$ cat src/rtl/hourglass_sort_pkg.sv
// Shared types and helpers for the hourglass sort scheduler.
package hourglass_sort_pkg;

    localparam logic [1:0] ST_IDLE  = 2'd0;
    localparam logic [1:0] ST_LOAD  = 2'd1;
    localparam logic [1:0] ST_DRAIN = 2'd2;

    typedef enum logic [1:0] {
        IDLE  = ST_IDLE,
        LOAD  = ST_LOAD,
        DRAIN = ST_DRAIN
    } sched_state_t;

    // $clog2 that never returns zero, so single-entry counters still get a bit.
    function automatic int CNT_W(input int n);
        return (n <= 1) ? 1 : $clog2(n);
    endfunction

endpackage

$ cat src/rtl/hourglass_sort_scheduler_rr_arbiter.sv
// Combinational round-robin arbiter: first asserted request after last_grant, wrapping.
module rr_arbiter
    import hourglass_sort_pkg::*;
#(
    parameter int NUM_REQUESTERS = 4,
    parameter int ID_WIDTH       = 2
) (
    input  logic [NUM_REQUESTERS-1:0] req,
    input  logic [ID_WIDTH-1:0]       last_grant,
    output logic [NUM_REQUESTERS-1:0] grant,
    output logic [ID_WIDTH-1:0]       grant_id,
    output logic                      any
);

    localparam int IW = CNT_W(NUM_REQUESTERS);

    logic [IW-1:0] idx;
    logic          found;

    always_comb begin
        grant    = '0;
        grant_id = '0;
        found    = 1'b0;
        idx      = '0;
        for (int k = 1; k <= NUM_REQUESTERS; k++) begin
            idx = IW'((int'(last_grant) + k) % NUM_REQUESTERS);
            if (!found && req[idx]) begin
                found      = 1'b1;
                grant[idx] = 1'b1;
                grant_id   = ID_WIDTH'(idx);
            end
        end
    end

    assign any = |req;

endmodule

$ cat src/rtl/hourglass_sort_scheduler.sv
// Time-shares one hourglass sorter between several clients: arbitrate, load, drain one vector.
module hourglass_sort_scheduler
    import hourglass_sort_pkg::*;
#(
    parameter int NUM_REQUESTERS     = 4,
    parameter int NUMBER_OF_ELEMENTS = 21,
    parameter int KEY_WIDTH          = 8,
    parameter int OUTPUT_INDEX_WIDTH = 5,
    parameter int ID_WIDTH           = 2
) (
    input  logic                                                 clk,
    input  logic                                                 rst,
    input  logic [NUM_REQUESTERS-1:0]                            req_valid,
    input  logic [NUM_REQUESTERS*NUMBER_OF_ELEMENTS*KEY_WIDTH-1:0] req_keys,
    output logic [NUM_REQUESTERS-1:0]                            req_ready,
    output logic                                                 sort_load,
    output logic [NUMBER_OF_ELEMENTS*KEY_WIDTH-1:0]              sort_keys,
    input  logic [KEY_WIDTH-1:0]                                 sort_key,
    input  logic [OUTPUT_INDEX_WIDTH-1:0]                        sort_index,
    input  logic                                                 sort_valid,
    output logic                                                 sort_ready,
    output logic [KEY_WIDTH-1:0]                                 axis_out_key,
    output logic [OUTPUT_INDEX_WIDTH-1:0]                        axis_out_index,
    output logic [ID_WIDTH-1:0]                                  axis_out_id,
    output logic                                                 axis_out_last,
    output logic                                                 axis_out_valid,
    input  logic                                                 axis_out_ready,
    output logic                                                 busy
);

    localparam int CW = CNT_W(NUMBER_OF_ELEMENTS);
    localparam int VW = NUMBER_OF_ELEMENTS * KEY_WIDTH;

    sched_state_t              state;
    logic [ID_WIDTH-1:0]       last_grant;
    logic [ID_WIDTH-1:0]       cur_id;
    logic [CW-1:0]             count;
    logic [NUM_REQUESTERS-1:0] grant;
    logic [ID_WIDTH-1:0]       grant_id;
    logic                      any;
    logic                      in_idle, in_load, in_drain;
    logic                      beat, last_beat;

    rr_arbiter #(
        .NUM_REQUESTERS(NUM_REQUESTERS),
        .ID_WIDTH      (ID_WIDTH)
    ) u_arb (
        .req       (req_valid),
        .last_grant(last_grant),
        .grant     (grant),
        .grant_id  (grant_id),
        .any       (any)
    );

    // Combinational outputs are masked during reset so nothing leaks while the FSM is being cleared.
    assign in_idle   = !rst && (state == IDLE);
    assign in_load   = !rst && (state == LOAD);
    assign in_drain  = !rst && (state == DRAIN);
    assign beat      = in_drain && sort_valid && axis_out_ready;
    assign last_beat = (count == CW'(NUMBER_OF_ELEMENTS - 1));

    always_ff @(posedge clk) begin
        if (rst) begin
            state      <= IDLE;
            last_grant <= ID_WIDTH'(NUM_REQUESTERS - 1);
            cur_id     <= '0;
            count      <= '0;
            sort_keys  <= '0;
        end else begin
            case (state)
                IDLE: if (any) begin
                    sort_keys  <= req_keys[grant_id*VW +: VW];
                    cur_id     <= grant_id;
                    last_grant <= grant_id;
                    count      <= '0;
                    state      <= LOAD;
                end
                LOAD: state <= DRAIN;
                DRAIN: if (beat) begin
                    if (last_beat) state <= IDLE;
                    else           count <= count + CW'(1);
                end
                default: state <= IDLE;
            endcase
        end
    end

    assign req_ready      = in_idle ? grant : '0;
    assign sort_load      = in_load;
    assign sort_ready     = in_drain && axis_out_ready;
    assign axis_out_valid = in_drain && sort_valid;
    assign axis_out_key   = in_drain ? sort_key : '0;
    assign axis_out_index = in_drain ? sort_index : '0;
    assign axis_out_id    = cur_id;
    assign axis_out_last  = in_drain && last_beat;
    assign busy           = (state != IDLE);

endmodule

$ cat config.mk
export PLATFORM = sky130hd
export DESIGN_NAME = hourglass_sort_scheduler
export DESIGN_NICKNAME = d
export VERILOG_FILES = /design/src/rtl/hourglass_sort_pkg.sv /design/src/rtl/hourglass_sort_scheduler_rr_arbiter.sv /design/src/rtl/hourglass_sort_scheduler.sv
export SDC_FILE = /design/constraint.sdc
export NUM_CORES = 1
export LEC_CHECK = 0
export CORE_AREA = 4 4 343 345
export DETAILED_ROUTE_END_ITERATION = 16
export DIE_AREA = 0 0 347 349
export SKIP_LAST_GASP = 1
export SLEW_MARGIN = 20
export SYNTH_ARGS = -nofsm -noshare
export SYNTH_HDL_FRONTEND = slang
export SYNTH_SLANG_ARGS = --single-unit
$ cat constraint.sdc
create_clock -name clk -period 2.85 [get_ports clk]
set_input_delay 0.285 -clock clk [delete_from_list [all_inputs] [get_ports clk]]
set_output_delay 0.285 -clock clk [all_outputs]
set_load 0.1 [all_outputs]
==> impl_metrics.ini, run 1 <==
[status]
status = finished, final reports clean

[yosys]
count_of_flip_flops_with_a_built_in_enable_after_synthesis = 0
synth_nets = 1978
postSynth.topFlopCell = dfxtp_1
cell_count_after_synthesis = 1275
synth_warnings = 0
seq_area_frac_synth_pct = 31.2
postSynth.asyncResetShare_pct = 0
yosys.area.top_type = dfxtp_1
synth_top_cell_area_share_pct = 31.2
synth_area_sq_um = 11500
yosysUniqueCellTypes = 44
syn-mean-instance-area_sq_um = 9.01
postSynthRegisterBits = 179
yosys-top-cells-area = dfxtp_1 (31%), mux2i_1 (30%), a32o_1 (15%)

[placement]
dpl_cell_area_sq_um = 23000
routability_congestion_estimate = 0.839
hpwlAfterDp_um = 73700
dp_slack_ns = -0.408
placement.io_buffers = 884

[power_and_ir_drop]
ir_worst_vdd_v = 0.000470
static-leakage-power_nw = 9.83
power.share.switching_pct = 55.7
pwr-share-seq_pct = 15.8
power_dissipated_by_switching_net_loads_mw = 13.7
proportion_of_power_drawn_by_the_clock_network_pct = 10.7
power.combinational.fraction_pct = 73.6
power.density_nw_per_um2 = 1000
cell_internal_pwr_mw = 10.9
report.power.total_mw = 24.6

[global_route]
pin_count_of_the_biggest_net_entering_global_routing = 86
grt_pass1_vias = 14100
aggregate_global_routing_overflow = 0
grt_pass1_wl_um = 113000
antenna_found_initial = 23
grtUsageTotal_pct = 13.3

[floorplan]
io_pins = 885
die-width_um = 347
core_area_sq_um = 114000
core.rowCount = 124
die_area_sq_um = 121000
dieHeight_um = 349
start_util_pct = 10.1

[routing]
route.antenna.remaining_nets = 0
drt_pre_antenna_iters = 5
drtIter0Drc = 689
remaining_drc_errors = 0
wirelength_um = 88800
routed_wire_length_per_instance_um = 23.5
routed-via-count = 14100
route.detailed.vias_per_inst = 3.72

[clocking]
h-tree-depth = 4
cts-hold-fix-buffers = 0
cts_tree = yes
cts_root_buffer = clkbuf_16
clock_slew_at_the_register_clock_pins_of_the_worst_setup_and_hold_paths_ns = 0.08
clock_tree.buffer_depth = 2
cts.sinks = 179
source_to_sink_clock_delay_at_the_later_pin_of_the_worst_skew_pair_ns = 0.50
num_cts_buffers = 17

[cells_and_area]
final_core_util_pct = 21.5
layout-drive-gt1-share_pct = 21.4
finish.instance_area_sq_um = 24500
final_net_count = 2952
num-fill-cells = 12600
area_delta_synth_final_pct = 114

[setup_path]
category_of_the_critical_setup_timing_path = reg -> reg
timing.critical_path.from_type = flip-flop
worst_path_max_delay_cell = dfxtp_4
worst_setup_path_end_kind = flip-flop
ff2ff_setup_slack_ns = 0.02
critical_path_required_ns = 3.25
arrival_time_worst_endpoint_ns = 3.23
critPathMaxFanout = 17
crit_path_cell_trace = inv_4 > ha_4 > buf_4 > mux2i_2 > nor2_1 > a211oi_4 > buf_6 > buf_12 > buf_16 > mux2i_4 > nand2_2 > a32o_1
critPathMaxStageDelay_ns = 0.38

[flow_run]
number_of_max_capacitance_violations_reported = 0

[sta]
finalHoldViolCount = 0
tightest_slew_ns = 0.774
slew-limit-headroom_pct = 48.8
grt_setup_unrepaired = yes
fin_crit_ns = 2.83
fin_ws_ns = 0.0185
final-max-slew-violation-count = 0
fmaxAchievable_ghz = 0.353
finalClockSkew_ns = 0.0142
setup-violations-final = 0
final_min_period_over_clock_period_pct = 99.4

[worst_hold_path]
timing.hold.worst.class = reg -> reg
-- critical path, delay by kind of cell (launching register included) --
family | cells | cell delay (ns)
flip-flops | 1 | 0.38
AND/OR/NAND/NOR | 2 | 0.24
AO/OA/AOI/OAI | 2 | 0.52
adder cells (fa/ha/maj) | 1 | 0.29
buffers and inverters | 5 | 0.69
multiplexers | 2 | 0.56
-- per-layer routing --
layer | part of all wire (%) | wire length [um] | global-route usage (%)
met5 | 0.12 | 107 | 0
met4 | 1.5 | 1350 | 2.84
met3 | 6.8 | 6050 | 4.03
met2 | 48 | 42600 | 22.1
met1 | 44 | 38700 | 17.0
-- state kept, by name (all words and copies together) (netlist names) --
register,cells
axis_out_id,2
count,5
last_grant,2
sort_keys,168
state,2
-- power by group through the flow --
stage | clock (mW) | sequential, mW | combinational [mW]
finish | 2.63 | 3.88 | 18.1
global route | 2.87 | 3.99 | 19.0
detailed placement | 0 | 3.94 | 16.9
CTS | 2.79 | 3.89 | 17.2
floorplan | 0 | 9.45 | 5.16
global placement | 0 | 3.91 | 16.8
-- layout by cell type (no fill, tap or decap), types with 6 or more instances in the layout --
| master | count |
|---|---|
| clkdlybuf4s50_1 | 692 |
| nand2_1 | 342 |
| mux2i_1 | 307 |
| buf_4 | 301 |
| dfxtp_1 | 177 |
| a32o_1 | 168 |
| buf_12 | 51 |
| clkbuf_16 | 25 |
| mux2i_2 | 19 |
| mux2i_4 | 19 |
| buf_6 | 17 |
| nor2_1 | 16 |
| and2_1 | 15 |
| ha_1 | 9 |
| diode_2 | 8 |
| a21oi_1 | 6 |
-- layout make-up --
| type | count | area [sq um] | share of cell area [%] |
|---|---|---|---|
| antenna | 8 | 20.0 | 0.0816 |
| sequential | 179 | 3590 | 14.6 |
| timing repair buffer | 1076 | 10700 | 43.7 |
| inverter | 6 | 25.0 | 0.102 |
| tap | 1512 | 1890 | 7.71 |
| clock inverter | 14 | 166 | 0.678 |
| clock buffer | 18 | 439 | 1.79 |
| multi-input combinational | 969 | 7680 | 31.3 |
-- through the flow --
step           hold slack (ns)  instances  TNS [ns]
2_1_floorplan            0.479       1275     -5.98
4_1_cts                  0.449       3746    -0.111
3_3_place_gp             0.449       3709     -9.22
3_5_place_dp             0.455       3709    -12.49
5_1_grt                  0.483       3774     -1.62
6_report                 0.471       3782         0
-- cells by family after synthesis --
| group | synth area share, % |
|---|---|
| muxes | 30.5 |
| DFF | 31.2 |
| buffers and inverters | 5.82 |
| adders and majority gates | 1.09 |
| AOI/OAI and AO/OA | 17.2 |
| xor gates and xnor gates | 0.229 |
| and+or+nand+nor | 14.0 |
-- timing repair --
item / 4_1_cts / 5_1_grt
gates cloned: 1 / 12
resized for setup: 30 / 72
endpoints found under the hold margin: 0 / 0
endpoints found under the setup margin: 148 / 160
pin swaps: 5 / 6
buffers inserted: 5 / 16
-- cell usage after synthesis (4+ instances only) --
library cell,instances
buf_4,8
nor2b_1,4
a21oi_1,10
buf_6,12
nand2_1,347
and2_1,15
a32o_1,168
nor2_1,18
clkbuf_1,43
buf_2,57
nand2b_1,5
inv_1,4
a22o_1,5
dfxtp_1,179
ha_1,10
mux2i_1,345
-- worst paths after layout --
path | from | endpoint | cells past startpoint
min reg2reg | sort_keys[63] | sort_keys[63] | 1
max | last_grant[0] | sort_keys[121] | 12
max reg2reg | last_grant[0] | sort_keys[121] | 12
min | sort_keys[63] | sort_keys[63] | 1
No activity file was read; power rests on OpenSTA's default activity.
==> run 2: changes to the inputs <==
Settings changed: SKIP_CTS_REPAIR_TIMING set to 1.
==> impl_metrics.ini, run 2 (synthesis results as in run 1) <==
[status]
status = complete, but fails checks
violations = setup timing

[placement]
routability_congestion_estimate = 0.839
dp_slack_ns = -0.408
hpwlAfterDp_um = 73700
placement.io_buffers = 884
dpl_cell_area_sq_um = 23000

[cells_and_area]
num-fill-cells = 12700
largest_register_by_flop_count = sort_keys
mostFrequentLayoutCells = clkdlybuf4s50_1 (692), nand2_1 (347), mux2i_1 (326)
finish.instance_area_sq_um = 23800
final_core_util_pct = 20.9
ff_latch_area_sq_um = 3590
final_common_cell = clkdlybuf4s50_1
combined_area_of_the_multi_input_logic_cells_sq_um = 7430
final_net_count = 2924
registers_with_the_highest_flip_flop_counts = sort_keys: 168 flops, count: 5 flops
largest_register_ff_count = 168
layout-drive-gt1-share_pct = 19.2
area_delta_synth_final_pct = 108

[sta]
fin_ws_ns = -0.0724
setup-violations-final = 6
finalClockSkew_ns = 0.0164
final_min_period_over_clock_period_pct = 103
fin_crit_ns = 2.92
grt_setup_unrepaired = yes
tightest_slew_ns = 0.768
fmaxAchievable_ghz = 0.342
finalHoldViolCount = 0
final.setup.tns_ns = -0.210
final-max-slew-violation-count = 0
slew-limit-headroom_pct = 49.2

[clocking]
cts_tree = yes
clock_tree.buffer_depth = 2
cts.sinks = 179
num_cts_buffers = 17
cts_root_buffer = clkbuf_16
clock_slew_at_the_register_clock_pins_of_the_worst_setup_and_hold_paths_ns = 0.08
h-tree-depth = 4
source_to_sink_clock_delay_at_the_later_pin_of_the_worst_skew_pair_ns = 0.50

[routing]
remaining_drc_errors = 0
wirelength_um = 85200
route.antenna.remaining_nets = 0
routed_wire_length_per_instance_um = 22.7
route.detailed.vias_per_inst = 3.68
routed-via-count = 13800
drt_pre_antenna_iters = 5
drtIter0Drc = 641

[floorplan]
io_pins = 885
die_area_sq_um = 121000
core.rowCount = 124
die-width_um = 347
core_area_sq_um = 114000
dieHeight_um = 349
start_util_pct = 10.1

[setup_path]
crit-reg2reg-launch = last_grant[1]
worst_setup_path_end_kind = flip-flop
timing.critical_path.from_type = flip-flop
category_of_the_critical_setup_timing_path = reg -> reg
arrival_time_worst_endpoint_ns = 3.32
critPathMaxFanout = 20
critPathLaunch = last_grant[1]
critical_path_required_ns = 3.25

[power_and_ir_drop]
ir_worst_vdd_v = 0.000467
power.combinational.fraction_pct = 72.2
power.share.switching_pct = 56.5
power.density_nw_per_um2 = 983
cell_internal_pwr_mw = 10.2
static-leakage-power_nw = 9.59
proportion_of_power_drawn_by_the_clock_network_pct = 11.2
pwr-share-seq_pct = 16.6
power_dissipated_by_switching_net_loads_mw = 13.2

[worst_hold_path]
min_from = sort_keys[63]
timing.hold.worst.class = reg -> reg

[global_route]
grt_pass1_wl_um = 112000
antenna_found_initial = 23
pin_count_of_the_biggest_net_entering_global_routing = 86
grtUsageTotal_pct = 13.2
grt_pass1_vias = 14000
aggregate_global_routing_overflow = 0

[flow_run]
number_of_max_capacitance_violations_reported = 0
==> run 2: power by group through the flow <==
stage               Clock, mW  Combinational, mW  Sequential, mW
detailed placement          0               16.9            3.94
global route             2.87               17.8            3.98
finish                   2.63               16.9            3.88
CTS                      2.79               16.9            3.89
floorplan                   0               5.16            9.45
global placement            0               16.8            3.91
==> run 2: cell type report <==
| cell class | count | share of cell area (%) |
|---|---|---|
| repair buffers | 1048 | 43.1 |
| multi-input cells | 969 | 31.2 |
| flip-flops and latches | 179 | 15.0 |
| well taps | 1512 | 7.93 |
| clock buffers | 18 | 1.84 |
| clock inverters | 14 | 0.698 |
| diodes | 12 | 0.126 |
| inverters | 6 | 0.0944 |
==> run 2: worst max-delay path: stages, from the launching register on <==
cell and delay, ns:
dfxtp_2 0.34, inv_2 0.05, ha_4 0.26, buf_6 0.13
mux2_2 0.23, a211oi_1 0.05, buf_4 0.14, a211oi_4 0.29
buf_12 0.23, buf_12 0.21, mux2i_4 0.33, nand2_1 0.19
a32o_1 0.29
==> run 2: routing by layer <==
layer  track usage (%)  share of wire [%]  vias to the layer above
li1                  -                  -                     6607
met4              2.67                1.4                       18
met2              22.0                 48                      582
met5                 0               0.13                        -
met1              16.8                 44                     6545
met3              4.02                7.2                       60
==> run 2: per-stage QoR <==
step | cells | power, mW | hold slack (ns)
finish | 3758 | 23.4 | 0.472
global route | 3746 | 24.6 | 0.483
CTS | 3741 | 23.6 | 0.449
detailed placement | 3709 | 20.8 | 0.455
global placement | 3709 | 20.7 | 0.449
floorplan | 1275 | 14.6 | 0.479
==> run 2: worst paths after layout <==
check	to	slack, ns	depth (start not counted)
worst max-delay path	sort_keys[121]	-0.07	12
worst min-delay path	sort_keys[63]	0.47	1
worst max register to register	sort_keys[121]	-0.07	12
worst min register to register	sort_keys[63]	0.47	1
==> run 3: changes to the inputs <==
Settings changed: CELL_PAD_IN_SITES_DETAIL_PLACEMENT set to 0, CELL_PAD_IN_SITES_GLOBAL_PLACEMENT set to 1, CORE_AREA 4 4 343 345 to 2 2 347 349, DIE_AREA 0 0 347 349 to 0 0 349 351, PLACE_DENSITY_LB_ADDON set to 0.1.
==> impl_metrics.ini, run 3 (synthesis results as in run 1) <==
[status]
status = complete, but fails checks
violations = setup timing

[setup_path]
worst_path_max_delay_cell = dfxtp_2
timing.critical_path.from_type = flip-flop
critical_path_required_ns = 2.57
worst_setup_path_end_kind = primary output
crit-reg2reg-launch = last_grant[0]
crit_family = buffers and inverters
ff2ff_setup_slack_ns = -0.04
r2r-end = sort_keys[19]
category_of_the_critical_setup_timing_path = reg -> out
crit_path_cell_trace = inv_2 > ha_4 > buf_6 > buf_6 > mux2i_1 > mux2i_1 > nor2b_4 > a22o_1 > mux2i_2 > a21oi_4 > buf_12
r2r.worst_path.cells = 14
arrival_time_worst_endpoint_ns = 2.62
critPathMaxFanout = 5
critPathMaxStageDelay_ns = 0.35
worst-path-buf-inv = 4

[cells_and_area]
final_common_cell = clkdlybuf4s50_1
finish.instance_area_sq_um = 25300
ff_latch_area_sq_um = 3590
final_core_util_pct = 21.3
largest_register_by_flop_count = sort_keys
num-fill-cells = 13000
combined_area_of_the_multi_input_logic_cells_sq_um = 8020
registers_with_the_highest_flip_flop_counts = sort_keys: 168 flops, count: 5 flops
instances_no_fill = 3824
mostFrequentLayoutCells = clkdlybuf4s50_1 (692), nand2_1 (345), buf_4 (277)
largest_register_ff_count = 168
area_delta_synth_final_pct = 120
layout-drive-gt1-share_pct = 24.0
final_net_count = 2959

[flow_run]
number_of_max_capacitance_violations_reported = 0

[floorplan]
core_area_sq_um = 119000
io_pins = 885
die-width_um = 349
start_util_pct = 9.65
dieHeight_um = 351
die_area_sq_um = 122000
core.rowCount = 127

[routing]
routed_wire_length_per_instance_um = 22.8
drtIter0Drc = 625
routed-via-count = 13900
route.antenna.remaining_nets = 0
remaining_drc_errors = 0
wirelength_um = 87000
drt_pre_antenna_iters = 4
route.detailed.vias_per_inst = 3.65

[worst_hold_path]
timing.hold.worst.class = reg -> reg
min_from = sort_keys[108]
worst_hold_path_stage_count = 1
worstHoldEndpoint = sort_keys[108]

[global_route]
grt_pass1_vias = 14700
grtUsageTotal_pct = 13.0
pin_count_of_the_biggest_net_entering_global_routing = 83
antenna_found_initial = 17
aggregate_global_routing_overflow = 0
grt_pass1_wl_um = 111000

[clocking]
cts_root_buffer = clkbuf_16
num_cts_buffers = 17
cts_tree = yes
source_to_sink_clock_delay_at_the_later_pin_of_the_worst_skew_pair_ns = 0.51
cts.sinks = 179
h-tree-depth = 4
clock_tree.buffer_depth = 2
clock_slew_at_the_register_clock_pins_of_the_worst_setup_and_hold_paths_ns = 0.08

[placement]
routability_congestion_estimate = 0.781
dpl_cell_area_sq_um = 23000
hpwlAfterDp_um = 69500
placement.io_buffers = 884
dp_slack_ns = -0.442
placed_cells = 3743

[sta]
finalClockSkew_ns = 0.0198
setup-violations-final = 7
fin_crit_ns = 2.91
slew-limit-headroom_pct = 61.3
final.setup.tns_ns = -0.259
tightest_slew_ns = 0.581
grt_setup_unrepaired = yes
fin_ws_ns = -0.0577
finalHoldViolCount = 0
final_min_period_over_clock_period_pct = 102
final-max-slew-violation-count = 0
fmaxAchievable_ghz = 0.344
hold_slack_ns = 0.469

[power_and_ir_drop]
static-leakage-power_nw = 9.93
power.density_nw_per_um2 = 971
ir_worst_vdd_v = 0.000464
report.power.total_mw = 24.6
==> run 3: cell count changes in the layout (fill, tap and decap cells not counted), sizes merged <==
cell	delta
buf	+26
diode	-5
clkinvlp	+3
clkinv	-1
inv	-6
clkbuf	+13
==> run 3: routing by layer <==
| layer | GRT usage [%] | part of all wire (%) | up-vias | wire (um) |
|---|---|---|---|---|
| li1 | - | - | 6678 | - |
| met3 | 3.84 | 5.8 | 54 | 5000 |
| met1 | 14.1 | 38 | 6754 | 33300 |
| met5 | 0 | 0.14 | - | 123 |
| met2 | 24.3 | 55 | 438 | 47500 |
| met4 | 3.21 | 1.2 | 18 | 1010 |
==> run 3: worst max-delay path by stage <==
stage,start,to,slack (ns),depth (start not counted)
after CTS,last_grant[1],req_ready[3],-0.49,12
after global routing,last_grant[1],req_ready[0],-0.17,11
after detailed placement,last_grant[1],sort_keys[43],-0.44,11
after floorplan,last_grant[1],sort_keys[64],-0.04,12
after global placement,req_valid[1],sort_keys[43],-0.51,10
final,last_grant[1],req_ready[0],-0.06,11
==> run 3: worst register-to-register path, cell delays in order (launching register included) <==
cell	delay [ns]
dfxtp_2	0.35
inv_2	0.05
ha_4	0.30
buf_4	0.12
mux2_4	0.32
a211oi_4	0.20
a211oi_4	0.07
buf_4	0.16
buf_12	0.14
buf_4	0.15
clkbuf_16	0.17
buf_6	0.15
mux2i_1	0.24
nand2_1	0.09
a32o_1	0.26
==> run 3: cell type report <==
type                    instances  share of cell area (%)
repair buffers               1083                    44.0
multi-input cells             969                    31.7
clock buffers                  22                    1.87
flip-flops and latches        179                    14.2
inverters                       6                  0.0890
diodes                          7                  0.0692
clock inverters                10                   0.479
well taps                    1548                    7.65
==> run 3: power by group <==
part,internal [mW],switching (mW),leakage [nW]
combinational,6.57,11.5,8.17
clock,1.37,1.30,0.279
sequential,3.32,0.500,1.48
